`config.mk`:
```
export PLATFORM = sky130hd
export DESIGN_NAME = uart_tx_arbiter
export DESIGN_NICKNAME = d
export VERILOG_FILES = /design/src/rtl/uart_arb_pkg.sv /design/src/rtl/rr_priority_picker.sv /design/src/rtl/uart_tx_arbiter.sv
export SDC_FILE = /design/constraint.sdc
export NUM_CORES = 1
export LEC_CHECK = 0
export ABC_AREA = 0
export CAP_MARGIN = 20
export CORE_ASPECT_RATIO = 2
export CORE_MARGIN = 2
export CORE_UTILIZATION = 45
export DETAILED_ROUTE_END_ITERATION = 10
export PLACE_DENSITY = 0.76
export SLEW_MARGIN = 20
export SYNTH_ARGS = -nofsm -noshare
export SYNTH_HDL_FRONTEND = slang
export SYNTH_SLANG_ARGS = --single-unit
```
`constraint.sdc`:
```
create_clock -name i_clk -period 2.6 [get_ports i_clk]
set_clock_uncertainty 0.1 [all_clocks]
set_input_delay 0.65 -clock i_clk [delete_from_list [all_inputs] [get_ports i_clk]]
set_output_delay 0.65 -clock i_clk [all_outputs]
set_load 0.02 [all_outputs]
```
`src/rtl/uart_arb_pkg.sv`:
```
// Shared definitions for the UART TX arbiter: FSM encoding, parameter
// defaults and a one-hot to index helper.
package uart_arb_pkg;

  localparam int unsigned DEF_NUM_REQ      = 4;
  localparam int unsigned DEF_LOCK_MAX     = 16;
  localparam int unsigned DEF_IDLE_TIMEOUT = 255;
  localparam int unsigned MAX_NUM_REQ      = 8;

  typedef enum logic [1:0] {
    ST_IDLE = 2'd0,
    ST_OWN  = 2'd1,
    ST_GAP  = 2'd2
  } arb_state_e;

  // Index of the set bit of a one-hot vector (0 when the vector is zero).
  function automatic logic [2:0] onehot_to_idx(input logic [MAX_NUM_REQ-1:0] oh);
    logic [2:0] idx;
    idx = '0;
    for (int unsigned i = 0; i < MAX_NUM_REQ; i++) begin
      if (oh[i]) idx = idx | 3'(i);
    end
    return idx;
  endfunction

endpackage

```
`src/rtl/rr_priority_picker.sv`:
```
// Combinational round-robin picker: the search starts one position after
// i_ptr and wraps; the first requesting index wins (one-hot, or zero).
module rr_priority_picker #(
  parameter int unsigned NUM_REQ = 4,
  localparam int unsigned IW     = $clog2(NUM_REQ)
) (
  input  logic [NUM_REQ-1:0] i_req,
  input  logic [IW-1:0]      i_ptr,
  output logic [NUM_REQ-1:0] o_gnt
);

  logic          found;
  logic [IW-1:0] idx;

  // Scan requesters in rotated order ptr+1, ptr+2, ... ptr and grant the first.
  always_comb begin
    o_gnt = '0;
    found = 1'b0;
    idx   = '0;
    for (int unsigned i = 1; i <= NUM_REQ; i++) begin
      idx = IW'((32'(i_ptr) + i) % NUM_REQ);
      if (!found && i_req[idx]) begin
        o_gnt[idx] = 1'b1;
        found      = 1'b1;
      end
    end
  end

endmodule

```
`src/rtl/uart_tx_arbiter.sv`:
```
// Arbitrates several byte-stream requesters onto a single UART TX FIFO write
// port. One owner holds the port for a whole frame; every accepted byte is
// followed by a one-cycle GAP carrying the write strobe. Ownership is
// released at end of frame, after LOCK_MAX bytes, or after IDLE_TIMEOUT
// cycles with the owner's valid low.
module uart_tx_arbiter
  import uart_arb_pkg::*;
#(
  parameter int unsigned NUM_REQ      = DEF_NUM_REQ,
  parameter int unsigned LOCK_MAX     = DEF_LOCK_MAX,
  parameter int unsigned IDLE_TIMEOUT = DEF_IDLE_TIMEOUT
) (
  input  logic                 i_clk,
  input  logic                 i_reset,
  input  logic [NUM_REQ-1:0]   i_req_valid,
  input  logic [8*NUM_REQ-1:0] i_req_data,
  input  logic [NUM_REQ-1:0]   i_req_last,
  output logic [NUM_REQ-1:0]   o_req_ready,
  output logic                 o_write,
  output logic [7:0]           o_write_data,
  input  logic                 i_write_data_full,
  output logic [NUM_REQ-1:0]   o_grant,
  output logic                 o_busy
);

  localparam int unsigned IW  = $clog2(NUM_REQ);
  localparam int unsigned BCW = $clog2(LOCK_MAX + 1);
  localparam int unsigned ICW = $clog2(IDLE_TIMEOUT + 1);

  arb_state_e         state_q;
  logic [NUM_REQ-1:0] grant_q;
  logic [IW-1:0]      ptr_q;
  logic [BCW-1:0]     byte_cnt_q, byte_cnt_d;
  logic [ICW-1:0]     idle_cnt_q, idle_cnt_d;
  logic               release_q;
  logic               write_q;
  logic [7:0]         wdata_q;

  logic [NUM_REQ-1:0] pick;
  logic [IW-1:0]      owner_idx;
  logic               in_own;
  logic               own_valid;
  logic               own_last;
  logic [7:0]         own_data;
  logic               accept;
  logic               lock_hit;
  logic               idle_expire;

  rr_priority_picker #(
    .NUM_REQ (NUM_REQ)
  ) u_picker (
    .i_req (i_req_valid),
    .i_ptr (ptr_q),
    .o_gnt (pick)
  );

  assign owner_idx = IW'(onehot_to_idx(MAX_NUM_REQ'(grant_q)));

  // Owner-side view of the request bus, handshake and saturating counter steps.
  always_comb begin
    in_own    = (state_q == ST_OWN);
    own_valid = |(i_req_valid & grant_q);
    own_last  = |(i_req_last & grant_q);
    own_data  = '0;
    for (int unsigned k = 0; k < NUM_REQ; k++) begin
      if (grant_q[k]) own_data = own_data | i_req_data[8*k +: 8];
    end
    accept      = in_own && own_valid && !i_write_data_full;
    o_req_ready = in_own ? (grant_q & {NUM_REQ{~i_write_data_full}}) : '0;
    byte_cnt_d  = (byte_cnt_q >= BCW'(LOCK_MAX)) ? byte_cnt_q : byte_cnt_q + BCW'(1);
    lock_hit    = (byte_cnt_d >= BCW'(LOCK_MAX));
    idle_cnt_d  = (idle_cnt_q >= ICW'(IDLE_TIMEOUT)) ? idle_cnt_q : idle_cnt_q + ICW'(1);
    idle_expire = (idle_cnt_d >= ICW'(IDLE_TIMEOUT));
  end

  // Arbitration FSM with registered grant, write strobe and write data.
  always_ff @(posedge i_clk) begin
    if (i_reset) begin
      state_q    <= ST_IDLE;
      grant_q    <= '0;
      ptr_q      <= IW'(NUM_REQ - 1);
      byte_cnt_q <= '0;
      idle_cnt_q <= '0;
      release_q  <= 1'b0;
      write_q    <= 1'b0;
      wdata_q    <= '0;
    end else begin
      write_q <= 1'b0;
      unique case (state_q)
        ST_IDLE: begin
          if (|i_req_valid) begin
            grant_q    <= pick;
            byte_cnt_q <= '0;
            idle_cnt_q <= '0;
            state_q    <= ST_OWN;
          end
        end
        ST_OWN: begin
          if (accept) begin
            write_q    <= 1'b1;
            wdata_q    <= own_data;
            byte_cnt_q <= byte_cnt_d;
            idle_cnt_q <= '0;
            release_q  <= own_last || lock_hit;
            state_q    <= ST_GAP;
          end else if (!own_valid && !i_write_data_full) begin
            if (idle_expire) begin
              grant_q    <= '0;
              ptr_q      <= owner_idx;
              idle_cnt_q <= '0;
              state_q    <= ST_IDLE;
            end else begin
              idle_cnt_q <= idle_cnt_d;
            end
          end
        end
        ST_GAP: begin
          if (release_q) begin
            grant_q   <= '0;
            ptr_q     <= owner_idx;
            release_q <= 1'b0;
            state_q   <= ST_IDLE;
          end else begin
            state_q <= ST_OWN;
          end
        end
        default: state_q <= ST_IDLE;
      endcase
    end
  end

  assign o_write      = write_q;
  assign o_write_data = wdata_q;
  assign o_grant      = grant_q;
  assign o_busy       = (state_q != ST_IDLE);

endmodule
```
# ---- Yosys cells after proc, flatten, opt, wreduce, memory -nomap -nowiden
# Cells that the tools add are included.
dict set report word_totals {
  output_inout_bits 18
  elab_cells 140
  ff_bits 31
  inputBits 43
}
dict set report op_classes {
  mux 61
  magnitude_cmp 12
  n_bitwise 11
  reduce_logical 32
  n_eq_ne 10
  add_sub_neg 6
}
# op n
set ops {}
lappend ops {{8-bit two-way mux} 9}
lappend ops {{4-bit two-way mux} 10}
lappend ops {{8-bit OR} 3}
lappend ops {{2-bit two-way mux} 10}
lappend ops {{8-bit >= comparator (second input constant)} 2}
lappend ops {{8-bit one-hot mux with 2 select lines} 1}
lappend ops {{1-bit two-way mux} 15}
lappend ops {{5-bit two-way mux} 3}
lappend ops {{4-bit AND} 3}
lappend ops {{2-bit by 3-bit < comparator with 1-bit output (second input constant)} 4}
lappend ops {{4-bit OR} 3}
lappend ops {{4-bit one-hot mux with 3 select lines} 1}
lappend ops {{4-bit OR reduction} 3}
lappend ops {{5-bit >= comparator (second input constant)} 2}
lappend ops {{1-bit logical AND} 10}
lappend ops {{5-bit one-hot mux with 2 select lines} 1}
lappend ops {{3-bit AND reduction} 3}
lappend ops {{8-bit by 1-bit adder with 8-bit output (second input constant)} 1}
lappend ops {{1-bit binary-select mux with 2-bit select} 4}
lappend ops {{1-bit demux with 2-bit select} 4}
lappend ops {{2-bit by 1-bit >= comparator with 1-bit output (second input constant)} 4}
lappend ops {{2-bit by 1-bit != test with 1-bit output (second input constant)} 3}
lappend ops {{2-bit != test (second input constant)} 3}
lappend ops {{3-bit by 1-bit != test with 1-bit output (second input constant)} 2}
lappend ops {{18 further kinds} 28}

# ---- Logic depth before layout (Yosys ltp)
dict set report logic_depth {
  word_depth 15
  mapped_depth 9
}

# ---- Modules after synthesis
# From an unflattened synthesis, not the netlist that was laid out.
dict set report unflattened {
  hier_cells 259
  area_unflattened_um2 2242.2
}
# mod area_per_inst_um2 instances cells_per_inst
set modules_own_cells {}
lappend modules_own_cells {uart_tx_arbiter 1884.3 1 221}
lappend modules_own_cells {rr_priority_picker 357.8 1 38}

# ---- Worst setup path after synthesis
# Ideal clock, no wire load.
dict set report synth_timing {
  path_type {input-to-reg}
  startpoint {input port i_req_valid[2]}
  endpoint {register grant_q[0], in the netlist o_grant[0]}
  cell_stages 5
  setup_slack_ns 0.184
  arrival_time_ns 2.195
  required_time_ns 2.379
  path_buffers 0
  cell_sequence {a22o_1 or3_1 or4_1 o21ai_2 mux2_2}
}
dict set report synth_between {
  elab_chain_cells 14
  elab_cells_between_ends 37
  cone_classes {eq/ne (3); mux (17); bitwise (4); reduce/logical (13)}
}
# element line
set synth_lines {}
lappend synth_lines {{start: declaration} uart_tx_arbiter.sv:15} ;# input logic [NUM_REQ-1:0] i_req_valid,
lappend synth_lines {{1-bit binary-select mux with 2-bit select} rr_priority_picker.sv:22} ;# if (!found && i_req[idx]) begin
lappend synth_lines {{1-bit two-way mux (not written as such)} rr_priority_picker.sv:22}
lappend synth_lines {{1-bit two-way mux} rr_priority_picker.sv:22}
lappend synth_lines {{1-bit logical NOT} rr_priority_picker.sv:22}
lappend synth_lines {{1-bit logical AND} rr_priority_picker.sv:22}
lappend synth_lines {{1-bit two-way mux} rr_priority_picker.sv:22}
lappend synth_lines {{1-bit logical NOT} rr_priority_picker.sv:22}
lappend synth_lines {{1-bit logical AND} rr_priority_picker.sv:22}
lappend synth_lines {{1-bit two-way mux} rr_priority_picker.sv:22}
lappend synth_lines {{1-bit logical NOT} rr_priority_picker.sv:22}
lappend synth_lines {{1-bit logical AND} rr_priority_picker.sv:22}
lappend synth_lines {{4-bit two-way mux} rr_priority_picker.sv:22}
lappend synth_lines {{4-bit two-way mux} uart_tx_arbiter.sv:91} ;# if (|i_req_valid) begin
lappend synth_lines {{4-bit one-hot mux with 3 select lines} uart_tx_arbiter.sv:89} ;# unique case (state_q)
lappend synth_lines {{end signal: assignment} uart_tx_arbiter.sv:92} ;# grant_q <= pick;
lappend synth_lines {{end: declaration} uart_tx_arbiter.sv:31} ;# logic [NUM_REQ-1:0] grant_q;
# Several ways; a longest one is shown, not always the timed one. The select of a mux whose other input is x is not followed.
# A chain may end at the register's enable or synchronous reset.

# ---- Final worst setup path
dict set report layout_timing {
  startpoint {input port i_req_valid[2]}
  endpoint {register grant_q[2], in the netlist o_grant[2]}
}
# Same word-level chain as after synthesis.

==> reports/summary.txt <==
crit path launch type -> input port
Combinational Power Share -> 58.7%
Worst Slack Setup Final -> 0.0405 ns
DRC viols -> 0
antenna-violating nets left -> 0
vias per inst -> 5.89
Die Span Y -> 103 um
# diodes -> 0
mapped cell area -> 0.00222 mm2
via count -> 2397
fill count -> 415
Port Buffers -> 60
cells after synthesis -> 266
routability cong. -> 0.825
DRT Pass-1 Iters -> 5
Die Width -> 53.7 um
LEAKAGE -> 1.20 nW
Post-synth ARST share -> 0%
post-synthesis sequential area ratio -> 27.9%
RSZ-0062 raised after global routing -> yes
Cell Pwr Density -> 789 mW/mm2
Storage cell area -> 621 um2
share of post-route cells with drive strength above 1 -> 17.1%
area share of the largest cell type after synthesis -> 27.9%
Yosys cell types -> 52
DP Area -> 0.00307 mm2
NumNets Final -> 408
antenna violations before repair -> 0
Rel. slew slack -> 72.7%
I/O Pins -> 61
Hold Fails Final Rpt -> 0
crit path kind -> input port to register
DPL Wire Length -> 5340 um
part of the power in registers -> 24.2%
Cell Rows -> 36
Setup crit end kind -> register
cell-internal power -> 1.48 mW
TNS Setup -> 0 ns
Finished Cell Area -> 0.00319 mm2
pre-CTS WS -> -0.436 ns
EDFF count, synth -> 0
setup bufs post-CTS -> 0
CTS tree -> done
Die ar. -> 0.00555 mm2
clock power share -> 17.1%
CTS Buffer Depth -> 2
status -> finished, final reports clean
Total GRT Usage -> 26.4%
Final Max Tran Viols -> 0
Final min period -> 2.56 ns
NetSw -> 1.04 mW
pin count of the biggest net entering global routing -> 26
CTS root buffer -> clkbuf_8
global-route wire length before repair -> 10700 um
VDD IR max -> 677 uV
GRT overflow -> 0
final hold slack -> 0.398 ns
H-tree levels -> 2
vias in the first global route -> 2355
Clock Pin Slew Worst Setup and Hold Paths -> 0.07 ns
Worst Tran Pin Value -> 0.403 ns
clock latency on the worst-skew pair -> 0.29 ns
CP Data Arrival Time -> 2.64 ns
Clock Sinks -> 31
synthesized net count -> 325
average cell area after synthesis -> 8.35 um2
Core ar. -> 0.00482 mm2
Hold Crit Class -> register to register
Initial DRC Count -> 86
CTS Hold Bufs -> 0
top_reg_cell synth -> dfxtp_1
Tcrit/Tclk final -> 98.4%
Area contributors post-synth -> dfxtp_1, ha_1, a22oi_1, nor2_1, a311oi_1
Final setup viols -> 0
TritonCTS buffer count -> 5
Worst Path Required -> 2.68 ns
drt wl/cell -> 17.5 um
Max-Cap Viols -> 0
largest area contributor in the netlist -> dfxtp_1
area delta synth->final -> 43.7%
area of the multi-input gates -> 0.00154 mm2
Yosys warning count -> 0
starting density of the core -> 46.1%
#FFs+latches synth -> 31
sw frac -> 41.4%
Max Freq -> 391 MHz
final WL -> 7130 um
CP Max Fanout -> 4
==> synth_stat cells, types with 6 or more instances <==
cell type and count:
nand2_1 14, a22oi_1 16, nand3_1 7, nor2b_1 7, ha_1 16, clkbuf_1 10, a31oi_1 9, inv_1 9
a311oi_1 8, dfxtp_1 31, a211oi_1 6, o21ai_0 14, a21oi_1 11, nor2_1 29
==> stage by stage <==
| stage | util [%] | instances | power [mW] |
|---|---|---|---|
| global placement | 63.7 | 399 | 2.01 |
| finish | 66.2 | 407 | 2.52 |
| floorplan | - | 266 | 1.51 |
| detailed placement | 63.7 | 399 | 2.04 |
| CTS | 66.2 | 407 | 2.51 |
| global route | 66.2 | 407 | 2.67 |
==> state kept, by name (all words and copies together), names as in the netlist <==
signal	cells
o_write_data	8
ptr_q	2
state_q	2
o_grant	4
release_q	1
byte_cnt_q	5
o_write	1
idle_cnt_q	8
==> path summary, 6_finish.rpt <==
check,from,to,slack [ns],cells after the start
hold / removal,o_write_data[3]$_SDFFE_PP0P_,o_write_data[3]$_SDFFE_PP0P_,0.40,2
setup / recovery,i_req_valid[2],o_grant[2]$_SDFFE_PP0P_,0.04,6
hold reg to reg,o_write_data[3]$_SDFFE_PP0P_,o_write_data[3]$_SDFFE_PP0P_,0.40,2
setup reg to reg,idle_cnt_q[1]$_SDFFE_PP0P_,o_grant[2]$_SDFFE_PP0P_,0.09,7
==> metal layers <==
layer | share of wire [%] | track usage, %
met2 | 61 | 52.5
met3 | 3.1 | 3.45
met5 | 0 | 0
met1 | 33 | 23.7
met4 | 2.9 | 14.2
==> layout make-up <==
cell class                 instances  share of cell area [%]
inverter                           9                    1.06
clock inverter                     1                   0.235
clock buffer                       7                    3.02
multi-input combinational        212                    48.2
tap                               57                    2.24
timing repair buffer              90                    25.8
sequential                        31                    19.5
==> layout by cell type, fill, tap and decap left out, types with 2 or more instances in the layout <==
| cell | instances |
|---|---|
| a211oi_1 | 6 |
| a21o_1 | 5 |
| a21oi_1 | 10 |
| a22o_1 | 2 |
| a22oi_1 | 16 |
| a311oi_1 | 8 |
| a31oi_1 | 9 |
| a41oi_1 | 2 |
| and2_1 | 4 |
| and3_1 | 4 |
| buf_4 | 29 |
| clkbuf_8 | 7 |
| clkdlybuf4s50_1 | 51 |
| dfxtp_1 | 31 |
| dlygate4sd2_1 | 8 |
| ha_1 | 16 |
| inv_1 | 9 |
| mux2_2 | 4 |
| mux2i_1 | 3 |
| mux4_2 | 3 |
| nand2_1 | 14 |
| nand2b_1 | 5 |
| nand3_1 | 6 |
| nand3b_1 | 5 |
| nand4_1 | 3 |
| nor2_1 | 29 |
| nor2b_1 | 6 |
| nor3_1 | 4 |
| o21a_1 | 2 |
| o21ai_0 | 14 |
| or2_2 | 2 |
| or4_1 | 2 |
| xor2_1 | 2 |
==> cell families (layout without fill, tap and decap cells) <==
kind of cell / after synthesis / in the layout / share of synthesized area [%]
and+or+nand+nor: 97 / 97 / 23.7
AOI/OAI and AO/OA: 85 / 85 / 27.0
DFF: 31 / 31 / 27.9
buffers and inverters: 23 / 107 / 4.23
adders and majority gates: 16 / 16 / 9.01
muxes: 11 / 11 / 6.93
xor gates and xnor gates: 3 / 3 / 1.18
==> worst max-delay path: stages <==
cell           delay, ns
dlygate4sd2_1       0.25
a22o_1              0.25
or3_4               0.38
or4_4               0.54
o21ai_4             0.21
mux2_2              0.36
==> power groups by stage <==
stage | Clock [mW] | Sequential [mW] | Combinational [mW]
floorplan | 0 | 0.668 | 0.838
global placement | 0 | 0.613 | 1.40
detailed placement | 0 | 0.618 | 1.42
CTS | 0.433 | 0.608 | 1.47
global route | 0.449 | 0.618 | 1.60
finish | 0.430 | 0.609 | 1.48
==> what timing repair did <==
| item | 4_1_cts | 5_1_grt |
|---|---|---|
| pin swaps | 4 | 2 |
| gates resized for setup | 16 | 2 |
| setup endpoints to repair | 8 | 5 |
Power figures use the tool's default switching activity.
